File: src/rtl/alarm_keypad_ctrl_pkg.sv
// Shared definitions for the alarm keypad controller: state encodings, digit width, helpers.
// Latency: n/a (definitions only).
// Backpressure: n/a.
package alarm_keypad_ctrl_pkg;

  localparam int DIGIT_W = 4;

  typedef enum logic [2:0] {
    ST_SETUP    = 3'd0,
    ST_DISARMED = 3'd1,
    ST_ARMING   = 3'd2,
    ST_ARMED    = 3'd3,
    ST_ENTRY    = 3'd4,
    ST_ALARM    = 3'd5
  } state_t;

  // Keypad codes 10..15 are not digits and must never reach the buffer.
  function automatic logic is_bcd(input logic [DIGIT_W-1:0] d);
    return d <= 4'd9;
  endfunction

  function automatic int max2(input int a, input int b);
    return (a > b) ? a : b;
  endfunction

endpackage

File: src/rtl/alarm_keypad_ctrl_code_entry_buffer.sv
// Keypad entry buffer: shifts in BCD digits, tracks count/overflow, compares with stored code.
// Latency: digit visible in buffer 1 cycle after strobe; match/len_ok combinational from buffer regs.
// Backpressure: none; strobes are always accepted, digits past CODE_DIGITS only raise overflow.
//
// Ports:
//   clock, resetn        clock and synchronous active-low reset
//   digit_valid, digit   one-cycle digit strobe and BCD value (10..15 ignored)
//   enter, clear         either one empties the buffer (enter/clear win over a digit)
//   stored_code          current passcode to compare against
//   entry                buffer contents (used to program the code in SETUP)
//   entry_count          digits held, saturating at CODE_DIGITS
//   len_ok               exactly CODE_DIGITS digits and no overflow
//   match                len_ok and buffer equals stored_code
module alarm_keypad_ctrl_code_entry_buffer
  import alarm_keypad_ctrl_pkg::*;
#(
  parameter int CODE_DIGITS = 4
) (
  input  logic                             clock,
  input  logic                             resetn,
  input  logic                             digit_valid,
  input  logic [DIGIT_W-1:0]               digit,
  input  logic                             enter,
  input  logic                             clear,
  input  logic [CODE_DIGITS*DIGIT_W-1:0]   stored_code,
  output logic [CODE_DIGITS*DIGIT_W-1:0]   entry,
  output logic [3:0]                       entry_count,
  output logic                             len_ok,
  output logic                             match
);

  localparam int          CODE_W    = CODE_DIGITS * DIGIT_W;
  localparam logic [3:0]  COUNT_MAX = 4'(CODE_DIGITS);

  logic [CODE_W-1:0] entry_q;
  logic [3:0]        count_q;
  logic              overflow_q;

  always_ff @(posedge clock) begin
    if (!resetn) begin
      entry_q    <= '0;
      count_q    <= '0;
      overflow_q <= 1'b0;
    end else if (enter || clear) begin
      entry_q    <= '0;
      count_q    <= '0;
      overflow_q <= 1'b0;
    end else if (digit_valid && is_bcd(digit)) begin
      if (count_q == COUNT_MAX) begin
        // Too many digits: the entry can no longer match, remember that.
        overflow_q <= 1'b1;
      end else begin
        entry_q <= CODE_W'({entry_q, digit});
        count_q <= count_q + 4'd1;
      end
    end
  end

  assign entry       = entry_q;
  assign entry_count = count_q;
  assign len_ok      = (count_q == COUNT_MAX) && !overflow_q;
  assign match       = len_ok && (entry_q == stored_code);

endmodule

File: src/rtl/alarm_keypad_ctrl.sv
// Home-alarm controller: passcode programming, arm/disarm with exit delay, zoned entry delay, alarm flash.
// Latency: all outputs registered; enter/timer/zone decisions take effect at the next clock edge.
// Backpressure: none; keypad strobes are single-cycle and always consumed.
//
// Ports:
//   clock, resetn                 clock and synchronous active-low reset (erases stored code)
//   digit_valid, digit            keypad digit strobe and BCD value
//   enter, clear                  submit / discard current entry
//   zone_trip, zone_mask          per-zone breach level and bypass
//   state                         current FSM state (SETUP..ALARM)
//   armed, alarm, flash           indicator outputs
//   attempts_left                 remaining failed entries before alarm
//   zone_latched                  zones that caused the current ENTRY/ALARM
//   code_ok, code_bad             one-cycle result pulses for an enter
//   entry_count                   digits currently held
module alarm_keypad_ctrl
  import alarm_keypad_ctrl_pkg::*;
#(
  parameter int CODE_DIGITS  = 4,
  parameter int MAX_ATTEMPTS = 3,
  parameter int ARM_DELAY    = 250000000,
  parameter int ENTRY_DELAY  = 250000000,
  parameter int FLASH_HALF   = 6250000,
  parameter int ZONES        = 1
) (
  input  logic               clock,
  input  logic               resetn,
  input  logic               digit_valid,
  input  logic [3:0]         digit,
  input  logic               enter,
  input  logic               clear,
  input  logic [ZONES-1:0]   zone_trip,
  input  logic [ZONES-1:0]   zone_mask,
  output logic [2:0]         state,
  output logic               armed,
  output logic               alarm,
  output logic               flash,
  output logic [3:0]         attempts_left,
  output logic [ZONES-1:0]   zone_latched,
  output logic               code_ok,
  output logic               code_bad,
  output logic [3:0]         entry_count
);

  localparam int CODE_W = CODE_DIGITS * DIGIT_W;
  localparam int TW     = $clog2(max2(ARM_DELAY, ENTRY_DELAY) + 1);
  localparam int FW     = $clog2(FLASH_HALF + 1);

  localparam logic [TW-1:0] ARM_LOAD   = TW'(ARM_DELAY - 1);
  localparam logic [TW-1:0] ENTRY_LOAD = TW'(ENTRY_DELAY - 1);
  localparam logic [FW-1:0] FLASH_LOAD = FW'(FLASH_HALF - 1);
  localparam logic [3:0]    ATT_LOAD   = 4'(MAX_ATTEMPTS);

  state_t            state_q, state_d;
  logic [CODE_W-1:0] code_q, code_d;
  logic [3:0]        attempts_q, attempts_d;
  logic [ZONES-1:0]  latched_q, latched_d;
  logic [TW-1:0]     timer_q, timer_d;
  logic [FW-1:0]     flash_cnt_q, flash_cnt_d;
  logic              flash_q, flash_d;
  logic              armed_q, alarm_q;
  logic              code_ok_q, code_ok_d;
  logic              code_bad_q, code_bad_d;

  logic [CODE_W-1:0] entry;
  logic              len_ok;
  logic              match;
  logic [ZONES-1:0]  trips;
  logic              timer_done;

  alarm_keypad_ctrl_code_entry_buffer #(
    .CODE_DIGITS (CODE_DIGITS)
  ) u_entry (
    .clock       (clock),
    .resetn      (resetn),
    .digit_valid (digit_valid),
    .digit       (digit),
    .enter       (enter),
    .clear       (clear),
    .stored_code (code_q),
    .entry       (entry),
    .entry_count (entry_count),
    .len_ok      (len_ok),
    .match       (match)
  );

  assign trips      = zone_trip & ~zone_mask;
  assign timer_done = (timer_q == '0);

  always_ff @(posedge clock) begin
    if (!resetn) begin
      state_q     <= ST_SETUP;
      code_q      <= '0;
      attempts_q  <= ATT_LOAD;
      latched_q   <= '0;
      timer_q     <= '0;
      flash_cnt_q <= '0;
      flash_q     <= 1'b0;
      armed_q     <= 1'b0;
      alarm_q     <= 1'b0;
      code_ok_q   <= 1'b0;
      code_bad_q  <= 1'b0;
    end else begin
      state_q     <= state_d;
      code_q      <= code_d;
      attempts_q  <= attempts_d;
      latched_q   <= latched_d;
      timer_q     <= timer_d;
      flash_cnt_q <= flash_cnt_d;
      flash_q     <= flash_d;
      armed_q     <= (state_d == ST_ARMED) || (state_d == ST_ENTRY);
      alarm_q     <= (state_d == ST_ALARM);
      code_ok_q   <= code_ok_d;
      code_bad_q  <= code_bad_d;
    end
  end

  always_comb begin
    state_d     = state_q;
    code_d      = code_q;
    attempts_d  = attempts_q;
    latched_d   = latched_q;
    // The delay counter free-runs down and parks at zero.
    timer_d     = timer_done ? timer_q : timer_q - TW'(1);
    code_ok_d   = 1'b0;
    code_bad_d  = 1'b0;
    flash_d     = 1'b0;
    flash_cnt_d = '0;

    case (state_q)
      ST_SETUP: begin
        // A malformed entry in SETUP is silently discarded.
        if (enter && len_ok) begin
          code_d  = entry;
          state_d = ST_DISARMED;
        end
      end

      ST_ALARM: begin
        if (enter) begin
          if (match) begin
            code_ok_d  = 1'b1;
            attempts_d = ATT_LOAD;
            state_d    = ST_DISARMED;
          end else begin
            code_bad_d = 1'b1;
          end
        end
      end

      ST_DISARMED, ST_ARMING, ST_ARMED, ST_ENTRY: begin
        // Enter outranks timer expiry, which outranks a zone trip.
        if (enter) begin
          if (match) begin
            code_ok_d  = 1'b1;
            attempts_d = ATT_LOAD;
            if (state_q == ST_DISARMED) begin
              state_d = ST_ARMING;
              timer_d = ARM_LOAD;
            end else begin
              state_d = ST_DISARMED;
            end
          end else begin
            code_bad_d = 1'b1;
            if (attempts_q <= 4'd1) begin
              attempts_d = '0;
              state_d    = ST_ALARM;
            end else begin
              attempts_d = attempts_q - 4'd1;
            end
          end
        end else if (state_q == ST_ARMING && timer_done) begin
          state_d = ST_ARMED;
        end else if (state_q == ST_ENTRY && timer_done) begin
          state_d = ST_ALARM;
        end else if (state_q == ST_ARMED && (|trips)) begin
          state_d   = ST_ENTRY;
          latched_d = latched_q | trips;
          timer_d   = ENTRY_LOAD;
        end else if (state_q == ST_ENTRY) begin
          latched_d = latched_q | trips;
        end
      end

      default: begin
        state_d = ST_SETUP;
      end
    endcase

    if (state_d == ST_DISARMED) begin
      latched_d = '0;
    end

    // Flash starts lit on entry to ALARM, then toggles every FLASH_HALF cycles.
    if (state_d == ST_ALARM) begin
      if (state_q != ST_ALARM) begin
        flash_d     = 1'b1;
        flash_cnt_d = FLASH_LOAD;
      end else if (flash_cnt_q == '0) begin
        flash_d     = ~flash_q;
        flash_cnt_d = FLASH_LOAD;
      end else begin
        flash_d     = flash_q;
        flash_cnt_d = flash_cnt_q - FW'(1);
      end
    end
  end

  assign state         = state_q;
  assign armed         = armed_q;
  assign alarm         = alarm_q;
  assign flash         = flash_q;
  assign attempts_left = attempts_q;
  assign zone_latched  = latched_q;
  assign code_ok       = code_ok_q;
  assign code_bad      = code_bad_q;

endmodule

File: config.mk
export PLATFORM = sky130hd
export DESIGN_NAME = alarm_keypad_ctrl
export DESIGN_NICKNAME = d
export VERILOG_FILES = /design/src/rtl/alarm_keypad_ctrl_pkg.sv /design/src/rtl/alarm_keypad_ctrl_code_entry_buffer.sv /design/src/rtl/alarm_keypad_ctrl.sv
export SDC_FILE = /design/constraint.sdc
export NUM_CORES = 1
export LEC_CHECK = 0
export ABC_AREA = 1
export CORE_ASPECT_RATIO = 0.8
export CORE_MARGIN = 5
export CORE_UTILIZATION = 60
export CTS_BUF_LIST = sky130_fd_sc_hd__clkbuf_8 sky130_fd_sc_hd__clkbuf_16
export CTS_CLUSTER_DIAMETER = 50
export DETAILED_ROUTE_END_ITERATION = 10
export PLACE_DENSITY = 0.8
export SYNTH_ARGS = -nofsm -noshare
export SYNTH_HDL_FRONTEND = slang
export SYNTH_SLANG_ARGS = --single-unit
File: constraint.sdc
create_clock -name clock -period 2.7 [get_ports clock]
set_input_delay 0.81 -clock clock [delete_from_list [all_inputs] [get_ports clock]]
set_output_delay 0.81 -clock clock [all_outputs]
set_load 0.01 [all_outputs]
Word-level counts from Yosys, hierarchy flattened --
Index checks and enable logic that the tools add are counted. W data, S select, Z words.
Cells by class: add/subtract/negate cells 4, order comparisons 2, bitwise operators 10, equal/unequal tests 15, multiplexer cells 33, reductions and logical operators 28
Operator list (count):
- $mux W28 | 8
- $mux W23 | 2
- $logic_not A28 Y1 | 1
- $sub A28 B1 Y28 const B | 1
- $mux W3 | 9
- $logic_not A23 Y1 | 1
- $sub A23 B1 Y23 const B | 1
- $mux W4 | 5
- $eq A16 B16 Y1 | 1
- $eq A3 B3 Y1 const B | 4
- $eq A3 B2 Y1 const B | 3
- $pmux W3 S3 | 1
- $not A1 Y1 | 8
- $pmux W4 S2 | 1
- $reduce_and A2 Y1 | 4
- $reduce_or A4 Y1 | 2
- $logic_and A1 B1 Y1 | 7
- $eq A3 B1 Y1 const B | 2
- $mux W1 | 6
- $ne A2 B2 Y1 const B | 3
- $reduce_bool A2 Y1 | 3
- $reduce_and A5 Y1 | 1
- $reduce_or A5 Y1 | 1
- $add A4 B1 Y4 const B | 1
- other kinds (14) | 16
Storage, ports and cells: register bits 101, output and inout port bits 17, input bits 11, logic and storage cells 107

Depth between registers and ports, before layout --
Gate-level depths: netlist of the first run.
depth after elaboration 11, depth in mapped cells 15

Hierarchy --
From an unflattened synthesis of the first run, not the netlist that was laid out.
Second synthesis, totals: cell total of the unflattened synthesis 751, area, all modules 5272.6 µm²
By module, submodules not included:
- alarm_keypad_ctrl | times used 1, cells each 586, area an instance 4171.5 µm²
- alarm_keypad_ctrl_code_entry_buffer | times used 1, cells each 165, area an instance 1101.1 µm²

Worst setup path after synthesis of the first run --
OpenSTA, ideal clock, no wires.
path kind input-to-reg, from input enter, to register flash_cnt_q[22], slack 0.519 ns, arrival 2.119 ns, path buffers 2, data required time 2.638 ns, cell stages on the path 8, cells stage by stage clkbuf_1 -> inv_2 -> nor3_1 -> nor2_1 -> nand2_4 -> nand3_4 -> buf_6 -> nor2_2
Between the ends: cells in the longest elaborated chain, start to end 5, elaborated cells between the ends (all ways) 7, those cells by class 1 x eq/ne; 4 x mux; 2 x reduce/logical
RTL lines:
- start, declared | RTL line alarm_keypad_ctrl.sv:30 | input logic enter,
- $logic_and A1 B1 Y1 | RTL line alarm_keypad_ctrl.sv:133 | if (enter && len_ok) begin
- $mux W3 | RTL line alarm_keypad_ctrl.sv:133
- $pmux W3 S3 (*) | RTL line alarm_keypad_ctrl.sv:130 | case (state_q)
- $eq A3 B3 Y1 (*) | RTL line alarm_keypad_ctrl.sv:195 | if (state_d == ST_ALARM) begin
- $reduce_and A2 Y1 (no source line) (*)
- end signal, assigned | RTL line alarm_keypad_ctrl.sv:109 | flash_cnt_q <= flash_cnt_d;
- end, declared | RTL line alarm_keypad_ctrl.sv:59 | logic [FW-1:0] flash_cnt_q, flash_cnt_d;
Every way passes the cells marked *; elsewhere a longest branch is shown, timed or not. A chain may end at the register's enable or synchronous reset.

Worst setup path after layout of the first run --
from register state_q[2] (netlist: state[2]), to output state[2]
RTL lines:
- start, declared | RTL line alarm_keypad_ctrl.sv:54 | state_t state_q, state_d;
- start signal, assigned | RTL line alarm_keypad_ctrl.sv:104 | state_q <= state_d;
- end, declared | RTL line alarm_keypad_ctrl.sv:34 | output logic [2:0] state,
No word-level cell between the ends.

==> insert_results.sql, run 1 <==
INSERT INTO impl_metrics (metric_group, metric, value, unit) VALUES
('layout', 'nFillCells', '670', ''),
('clocking', 'cts.repair_timing.setup_buffer_count', '0', ''),
('synthesis', 'leading_cell_type_by_number_of_instances_after_synthesis', 'sky130_fd_sc_hd__nand2_1', ''),
('worst_setup_path', 'cp-start-kind', 'register', ''),
('floorplanning', 'die_area', '10300', 'um2'),
('synthesis', 'seq_area_frac_synth', '40.3', '%'),
('worst_setup_path', 'slowest_delay', '630', 'ps'),
('global_routing', 'grt_first_pass_wirelength', '20200', 'um'),
('synthesis', 'synth_enable_flop_cells', '0', ''),
('clocking', 'cts_repair_resize_count', '0', ''),
('clocking', 'clock_insertion_delay_worst_skew', '380', 'ps'),
('sta', 'timing.final.max_slew_violations', '0', ''),
('run_status', 'run_status', 'completed', ''),
('global_routing', 'grt.met2_usage', '36.4', '%'),
('layout', 'areaGrowthSynthToFinish', '13.1', '%'),
('global_routing', 'busiest_layer', 'met2', ''),
('placement', 'io_buffers', '27', ''),
('flow_run', 'max_capacitance_violation_count', '0', ''),
('synthesis', 'ys_dominant_reg_cell', 'sky130_fd_sc_hd__dfxtp_1', ''),
('clocking', 'cts_tree', 'yes', ''),
('worst_setup_path', 'timing.rr.start', 'u_entry.entry_count[0]', ''),
('clocking', 'worst_setup_hold_path_clk_slew', '100', 'ps'),
('sta', 'timing_worst_slew_pin_value', '476', 'ps'),
('floorplanning', 'num_rows', '29', ''),
('clocking', 'cts.htree.levels', '3', ''),
('worst_setup_path', 'worst_path_dominant_cell_family', 'buffers and inverters', ''),
('floorplanning', 'design.portCount', '28', ''),
('floorplanning', 'die-height', '91.8', 'um'),
('sta', 'fin_skew', '9.27', 'ps'),
('synthesis', 'postSynthCellCount', '723', ''),
('layout', 'layout.core_utilization', '70.4', '%'),
('worst_setup_path', 'cp_depth', '1', ''),
('synthesis', 'synthesis.nets', '740', ''),
('synthesis', 'yosysWarnings', '0', ''),
('placement', 'dp.final_hpwl', '8190', 'um'),
('routing', 'number_of_drc_violations_after_detailed_routing', '0', ''),
('worst_setup_path', 'worst-setup-path-type', 'reg2out', ''),
('floorplanning', 'floorplan.core_area', '8060', 'um2'),
('routing', 'wire_per_inst', '13.2', 'um'),
('hold_path', 'hp-start', 'flash_cnt_q[0]', ''),
('clocking', 'numCtsBuffers', '9', ''),
('power', 'power_density', '747', 'nW/um2'),
('worst_setup_path', 'timing.critical_path.fanout_max', '7', ''),
('worst_setup_path', 'path_buf_inv', '1', ''),
('global_routing', 'met3_track_demand_over_resource_in_global_routing', '5.99', '%'),
('worst_setup_path', 'critPathRequiredTime', '1890', 'ps'),
('hold_path', 'min_delay_worst_endpoint', 'flash_cnt_q[0]', ''),
('placement', 'globalplace.congestion', '0.987', ''),
('routing', 'drt-pass1-iter-count', '5', ''),
('layout', 'num_antenna_cells', '0', ''),
('routing', 'post_detailed_route_via_to_cell_ratio', '5.38', ''),
('sta', 'layout_worst_path_cycle_share', '87.2', '%'),
('floorplanning', 'fp.dieW', '112', 'um'),
('layout', 'sequential_cell_area', '2020', 'um2'),
('sta', 'maxClockFrequency', '0.425', 'GHz'),
('global_routing', 'global_route.overflow_total', '0', ''),
('global_routing', 'grt_use_met1', '32.4', '%'),
('synthesis', 'post_synth_most_frequent_cells', '131 x sky130_fd_sc_hd__nand2_1, 120 x sky130_fd_sc_hd__nor2_1, 101 x sky130_fd_sc_hd__dfxtp_1', ''),
('global_routing', 'globalRouteTotalUtil', '23.4', '%'),
('hold_path', 'holdCritPathClass', 'reg2reg', ''),
('sta', 'finalCriticalPeriod', '2350', 'ps'),
('worst_setup_path', 'timing.rr.end', 'flash_cnt_q[19]', ''),
('routing', 'routed-via-count', '4679', ''),
('sta', 'max-slew-margin-rel', '68.0', '%'),
('layout', 'share_of_final_layout_standard_cells_stronger_than_drive_strength_1', '8.28', '%'),
('synthesis', 'synth_largest_type_area_fraction', '40.3', '%'),
('synthesis', 'synthArstFlopShare', '0', '%'),
('synthesis', 'synthDistinctLibCells', '39', ''),
('worst_setup_path', 'crit_path_top_delay_cell', 'sky130_fd_sc_hd__clkdlybuf4s50_1', ''),
('synthesis', 'ys_ff_latch', '101', ''),
('hold_path', 'min_path_cells', '1', '');
## how the worst max path moves through the flow
stage,startpoint,endpoint
after floorplan,enter,flash_cnt_q[22]
after global placement,zone_trip,flash_cnt_q[17]
after detailed placement,zone_trip,flash_cnt_q[19]
after CTS,state[2],state[2]
after global routing,u_entry.entry_count[0],flash_cnt_q[2]
final,state[2],state[2]
## cell type report
| cell class | instances | area share (%) |
|---|---|---|
| multi-input cells | 516 | 45.8 |
| flip-flops and latches | 101 | 35.6 |
| repair buffers | 38 | 6.22 |
| inverters | 90 | 5.95 |
| well taps | 108 | 2.38 |
| clock buffers | 9 | 2.18 |
| clock inverters | 7 | 1.87 |
## flip-flops by register name (all words and copies together), names as in the netlist
| register | cells |
|---|---|
| state | 3 |
| armed | 1 |
| code_bad | 1 |
| code_ok | 1 |
| alarm | 1 |
| timer_q | 28 |
| code_q | 16 |
| u_entry.entry_count | 4 |
| u_entry.overflow_q | 1 |
| attempts_left | 4 |
| zone_latched | 1 |
| u_entry.entry | 16 |
| flash_cnt_q | 23 |
| flash | 1 |
## per-stage QoR
stage | instance area (um2) | worst slack (ps) | instances | TNS, ps | hold slack, ps
detailed placement | 5440 | -13.6 | 853 | -44.7 | 424
finish | 5670 | 345 | 869 | 0 | 438
global route | 5670 | 188 | 869 | 0 | 473
floorplan | 5020 | 519 | 723 | 0 | 407
CTS | 5670 | 364 | 869 | 0 | 438
global placement | 5440 | 95.6 | 853 | 0 | 418
## cell usage in the layout, fill, tap and decap left out, drive strengths merged, types with 9 or more instances in the layout
cell,count
nand2,134
nor2,134
dfxtp,101
inv,92
a21oi,76
o21ai,46
nand3,31
clkdlybuf4s50,27
xnor2,20
nor3,19
xor2,16
nor4,11
buf,11
clkbuf,9
nand4,9
## routing by layer
layer | wire [um] | share of wire [%] | vias to the layer above
li1 | - | - | 2398
met1 | 5570 | 49 | 2128
met2 | 5000 | 44 | 141
met3 | 745 | 6.5 | 12
met4 | 138 | 1.2 | 0
met5 | 0 | 0 | -
## cell families (layout without fill, tap and decap cells)
family          after synthesis  after routing  synth area share, %
buf+inv                     106            144                 8.08
xor+xnor                     36             36                 6.28
flops                       101            101                 40.3
simple gates                343            343                 30.2
fa+ha+maj                     6              6                 1.50
compound gates              131            131                 13.7
## where the power goes
part	switching, mW	internal [mW]	leakage [nW]
Combinational	0.887	0.519	1.70
Clock	0.559	0.538	0.116
Sequential	0.120	1.62	0.818
Total	1.57	2.67	2.64
(Power assumes the default switching activity.)
==> inputs of run 2 (changes only) <==
SYNTH_HIERARCHICAL = 1   (was default)
==> run 2 against run 1 <==
  * Global-route usage up 0.083 points
  * Cell count up 3.7%
  * Combinational power up 48%
  * Critical path depth up 11
  * Synthesized cell count up 3.9%
  * Setup slack worse by 120 ps
  * Design area up 3.6%
  * Sequential share of layout area down 1.2 points
==> insert_results.sql, run 2 <==
INSERT INTO impl_metrics (metric_group, metric, value, unit) VALUES
('clocking', 'ctsLongestPathBuffers', '2', ''),
('global_routing', 'first_global_vias', '4569', ''),
('layout', 'largest_reg_flops', '28', ''),
('placement', 'io_buffers', '27', ''),
('synthesis', 'yosys-top-cells-area', 'sky130_fd_sc_hd__dfxtp_1 38%, sky130_fd_sc_hd__nand2_1 10%, sky130_fd_sc_hd__nor2_1 8.2%, sky130_fd_sc_hd__inv_1 6.8%, sky130_fd_sc_hd__a21oi_1 6.0%', ''),
('synthesis', 'post_synth_most_frequent_cells', '146 x sky130_fd_sc_hd__nand2_1, 115 x sky130_fd_sc_hd__nor2_1, 101 x sky130_fd_sc_hd__dfxtp_1', ''),
('sta', 'final_hold_fails', '0', ''),
('power', 'combinationalPowerShare', '42.3', '%'),
('synthesis', 'seq_area_frac_synth', '38.3', '%'),
('routing', 'wire_per_inst', '13.3', 'um'),
('worst_setup_path', 'critPathCaptureType', 'register', ''),
('sta', 'max-slew-margin-rel', '72.4', '%'),
('layout', 'registers.top_by_ff_count', 'timer_q', ''),
('run_status', 'run_status', 'completed', ''),
('layout', 'num_antenna_cells', '0', ''),
('power', 'p_sw_share', '42.5', '%'),
('floorplanning', 'floorplan.initialDensity', '61.9', '%'),
('floorplanning', 'design.portCount', '28', ''),
('synthesis', 'synthesis.nets', '768', ''),
('global_routing', 'globalRouteTotalUtil', '23.5', '%'),
('clocking', 'cts.repair_timing.setup_buffer_count', '0', ''),
('worst_setup_path', 'cp-start-kind', 'register', ''),
('global_routing', 'grt_first_pass_wirelength', '20600', 'um'),
('floorplanning', 'die_area', '10800', 'um2'),
('floorplanning', 'die-height', '93.8', 'um'),
('clocking', 'cts_tree', 'yes', ''),
('power', 'power', '4.92', 'mW'),
('power', 'p_seq_share', '37.3', '%'),
('clocking', 'numCtsBuffers', '9', ''),
('worst_setup_path', 'timing.critical_path.fanout_max', '17', ''),
('sta', 'setup_viol_count_final', '0', ''),
('layout', 'layout_top_registers', 'timer_q: 28 flops, flash_cnt_q: 23 flops', ''),
('sta', 'grt_setup_unrepaired', 'false', ''),
('synthesis', 'ys_ff_latch', '101', ''),
('routing', 'post_detailed_route_via_to_cell_ratio', '5.36', ''),
('floorplanning', 'num_rows', '30', ''),
('routing', 'first_iter_violations', '418', ''),
('clocking', 'cts.sinks', '101', ''),
('sta', 'setup_total_negative_slack', '0', 'ps'),
('synthesis', 'synthesis.area', '5270', 'um2'),
('synthesis', 'synth_largest_type_area_fraction', '38.3', '%'),
('routing', 'number_of_drc_violations_after_detailed_routing', '0', ''),
('power', 'internal_power', '2.83', 'mW'),
('clocking', 'hold_buffers', '0', ''),
('routing', 'final_antenna_violating_net_count', '0', ''),
('routing', 'postRouteWirelength', '11900', 'um'),
('sta', 'timing.final.max_slew_violations', '0', ''),
('sta', 'layout_worst_path_cycle_share', '91.5', '%'),
('clocking', 'clock_insertion_delay_worst_skew', '380', 'ps'),
('power', 'total_switching_power', '2.09', 'mW'),
('synthesis', 'netlist.top_cell.by_area', 'sky130_fd_sc_hd__dfxtp_1', ''),
('power', 'ir_worst_vdd', '0.000635', 'V'),
('clocking', 'cts_repair_resize_count', '0', ''),
('synthesis', 'ys_dominant_reg_cell', 'sky130_fd_sc_hd__dfxtp_1', ''),
('layout', 'areaGrowthSynthToFinish', '11.4', '%'),
('synthesis', 'synthDistinctLibCells', '42', ''),
('global_routing', 'antenna_violations_before_repair', '0', ''),
('synthesis', 'synth_enable_flop_cells', '0', ''),
('layout', 'final_cell_mix', '146 x sky130_fd_sc_hd__nand2_1, 115 x sky130_fd_sc_hd__nor2_1, 101 x sky130_fd_sc_hd__dfxtp_1, 95 x sky130_fd_sc_hd__inv_1, 63 x sky130_fd_sc_hd__a21oi_1', ''),
('worst_setup_path', 'timing.reg2reg.setup_slack', '230', 'ps'),
('layout', 'finalNetCount', '801', ''),
('sta', 'maxClockFrequency', '0.405', 'GHz'),
('power', 'power_density', '838', 'nW/um2'),
('synthesis', 'leading_cell_type_by_number_of_instances_after_synthesis', 'sky130_fd_sc_hd__nand2_1', ''),
('layout', 'layout.cells.most_common', 'sky130_fd_sc_hd__nand2_1', ''),
('synthesis', 'postSynthCellCount', '751', ''),
('synthesis', 'synth_area_per_cell', '7.02', 'um2'),
('sta', 'finalCriticalPeriod', '2470', 'ps'),
('clocking', 'worst_setup_hold_path_clk_slew', '100', 'ps'),
('power', 'p_leak', '2.53', 'nW'),
('global_routing', 'grt_max_degree', '33', ''),
('routing', 'routed-via-count', '4826', ''),
('clocking', 'cts.htree.levels', '3', ''),
('routing', 'drt-pass1-iter-count', '5', ''),
('synthesis', 'synthArstFlopShare', '0', '%'),
('placement', 'detailed_place.area', '5670', 'um2'),
('worst_setup_path', 'worst-setup-path-type', 'reg2reg', ''),
('placement', 'globalplace.congestion', '0.946', ''),
('floorplanning', 'fp.dieW', '115', 'um'),
('clocking', 'cts_root_buffer', 'sky130_fd_sc_hd__clkbuf_8', ''),
('layout', 'share_of_final_layout_standard_cells_stronger_than_drive_strength_1', '10.1', '%'),
('sta', 'fin_skew', '11.8', 'ps'),
('floorplanning', 'floorplan.core_area', '8520', 'um2'),
('worst_setup_path', 'critPathRequiredTime', '3000', 'ps'),
('worst_setup_path', 'cp_data_arrival_time', '2770', 'ps'),
('layout', 'finalInstanceArea', '5880', 'um2'),
('synthesis', 'yosysWarnings', '6', ''),
('sta', 'timing_worst_slew_pin_value', '414', 'ps'),
('power', 'clock_power_share', '20.4', '%'),
('placement', 'dp.final_hpwl', '8960', 'um'),
('hold_path', 'holdCritPathClass', 'reg2reg', ''),
('flow_run', 'max_capacitance_violation_count', '0', ''),
('global_routing', 'global_route.overflow_total', '0', '');
==> run 2: area by class of cell <==
class                           count  area [um2]
Multi-Input combinational cell    528        2760
Fill cell                         713        2650
Sequential cell                   101        2020
Inverter                          106         398
Timing Repair Buffer               38         353
Tap cell                          112         140
Clock buffer                       10         138
Clock inverter                      6        70.1
==> run 2: path summary, 6_finish.rpt <==
path	start	end	cells after the start
worst max-delay path	u_entry/entry_count[0]	flash_cnt_q[9]	12
worst min-delay path	flash_cnt_q[0]	flash_cnt_q[0]	1
worst max register to register	u_entry/entry_count[0]	flash_cnt_q[9]	12
worst min register to register	flash_cnt_q[0]	flash_cnt_q[0]	1
==> run 2: logic make-up after synthesis <==
kind of cell,after synthesis,synth area share (%)
DFF,101,38.3
adders and majority gates,6,1.42
buffers and inverters,122,9.40
xor gates and xnor gates,36,5.98
AOI/OAI and AO/OA,135,14.5
and+or+nand+nor,351,30.4
==> run 2: layer usage <==
metal / GRT usage, % / part of all wire (%)
met1: 31.9 / 48
met2: 36.3 / 44
met3: 6.37 / 7.0
met4: 7.14 / 1.5
met5: 0 / 0
==> run 2: power groups by stage <==
stage	logic (mW)	clock network (mW)	registers (mW)
detailed placement	2.06	0	1.86
finish	2.08	1.00	1.84
floorplan	1.65	0	1.82
global route	2.41	1.09	1.86
CTS	2.07	1.02	1.83
global placement	2.00	0	1.86
==> run 2: critical path, stage by stage, from the launching register on <==
cell and delay (ps):
sky130_fd_sc_hd__dfxtp_1 350, sky130_fd_sc_hd__inv_1 110, sky130_fd_sc_hd__ha_1 170, sky130_fd_sc_hd__nand3_2 110
sky130_fd_sc_hd__nor2_1 200, sky130_fd_sc_hd__nand3_1 100, sky130_fd_sc_hd__nor2_1 160, sky130_fd_sc_hd__inv_1 170
sky130_fd_sc_hd__nand3_1 120, sky130_fd_sc_hd__o21ai_1 70, sky130_fd_sc_hd__o21ai_2 280, sky130_fd_sc_hd__nand3_4 330
sky130_fd_sc_hd__a21oi_1 220
==> run 2: stage by stage <==
step	instances	hold slack, ps	util [%]	setup slack, ps
4_1_cts	901	439	69.0	197
2_1_floorplan	751	407	-	532
3_5_place_dp	885	425	66.5	12.9
5_1_grt	901	472	69.0	0.812
3_3_place_gp	885	419	66.5	97.1
6_report	901	437	69.0	229
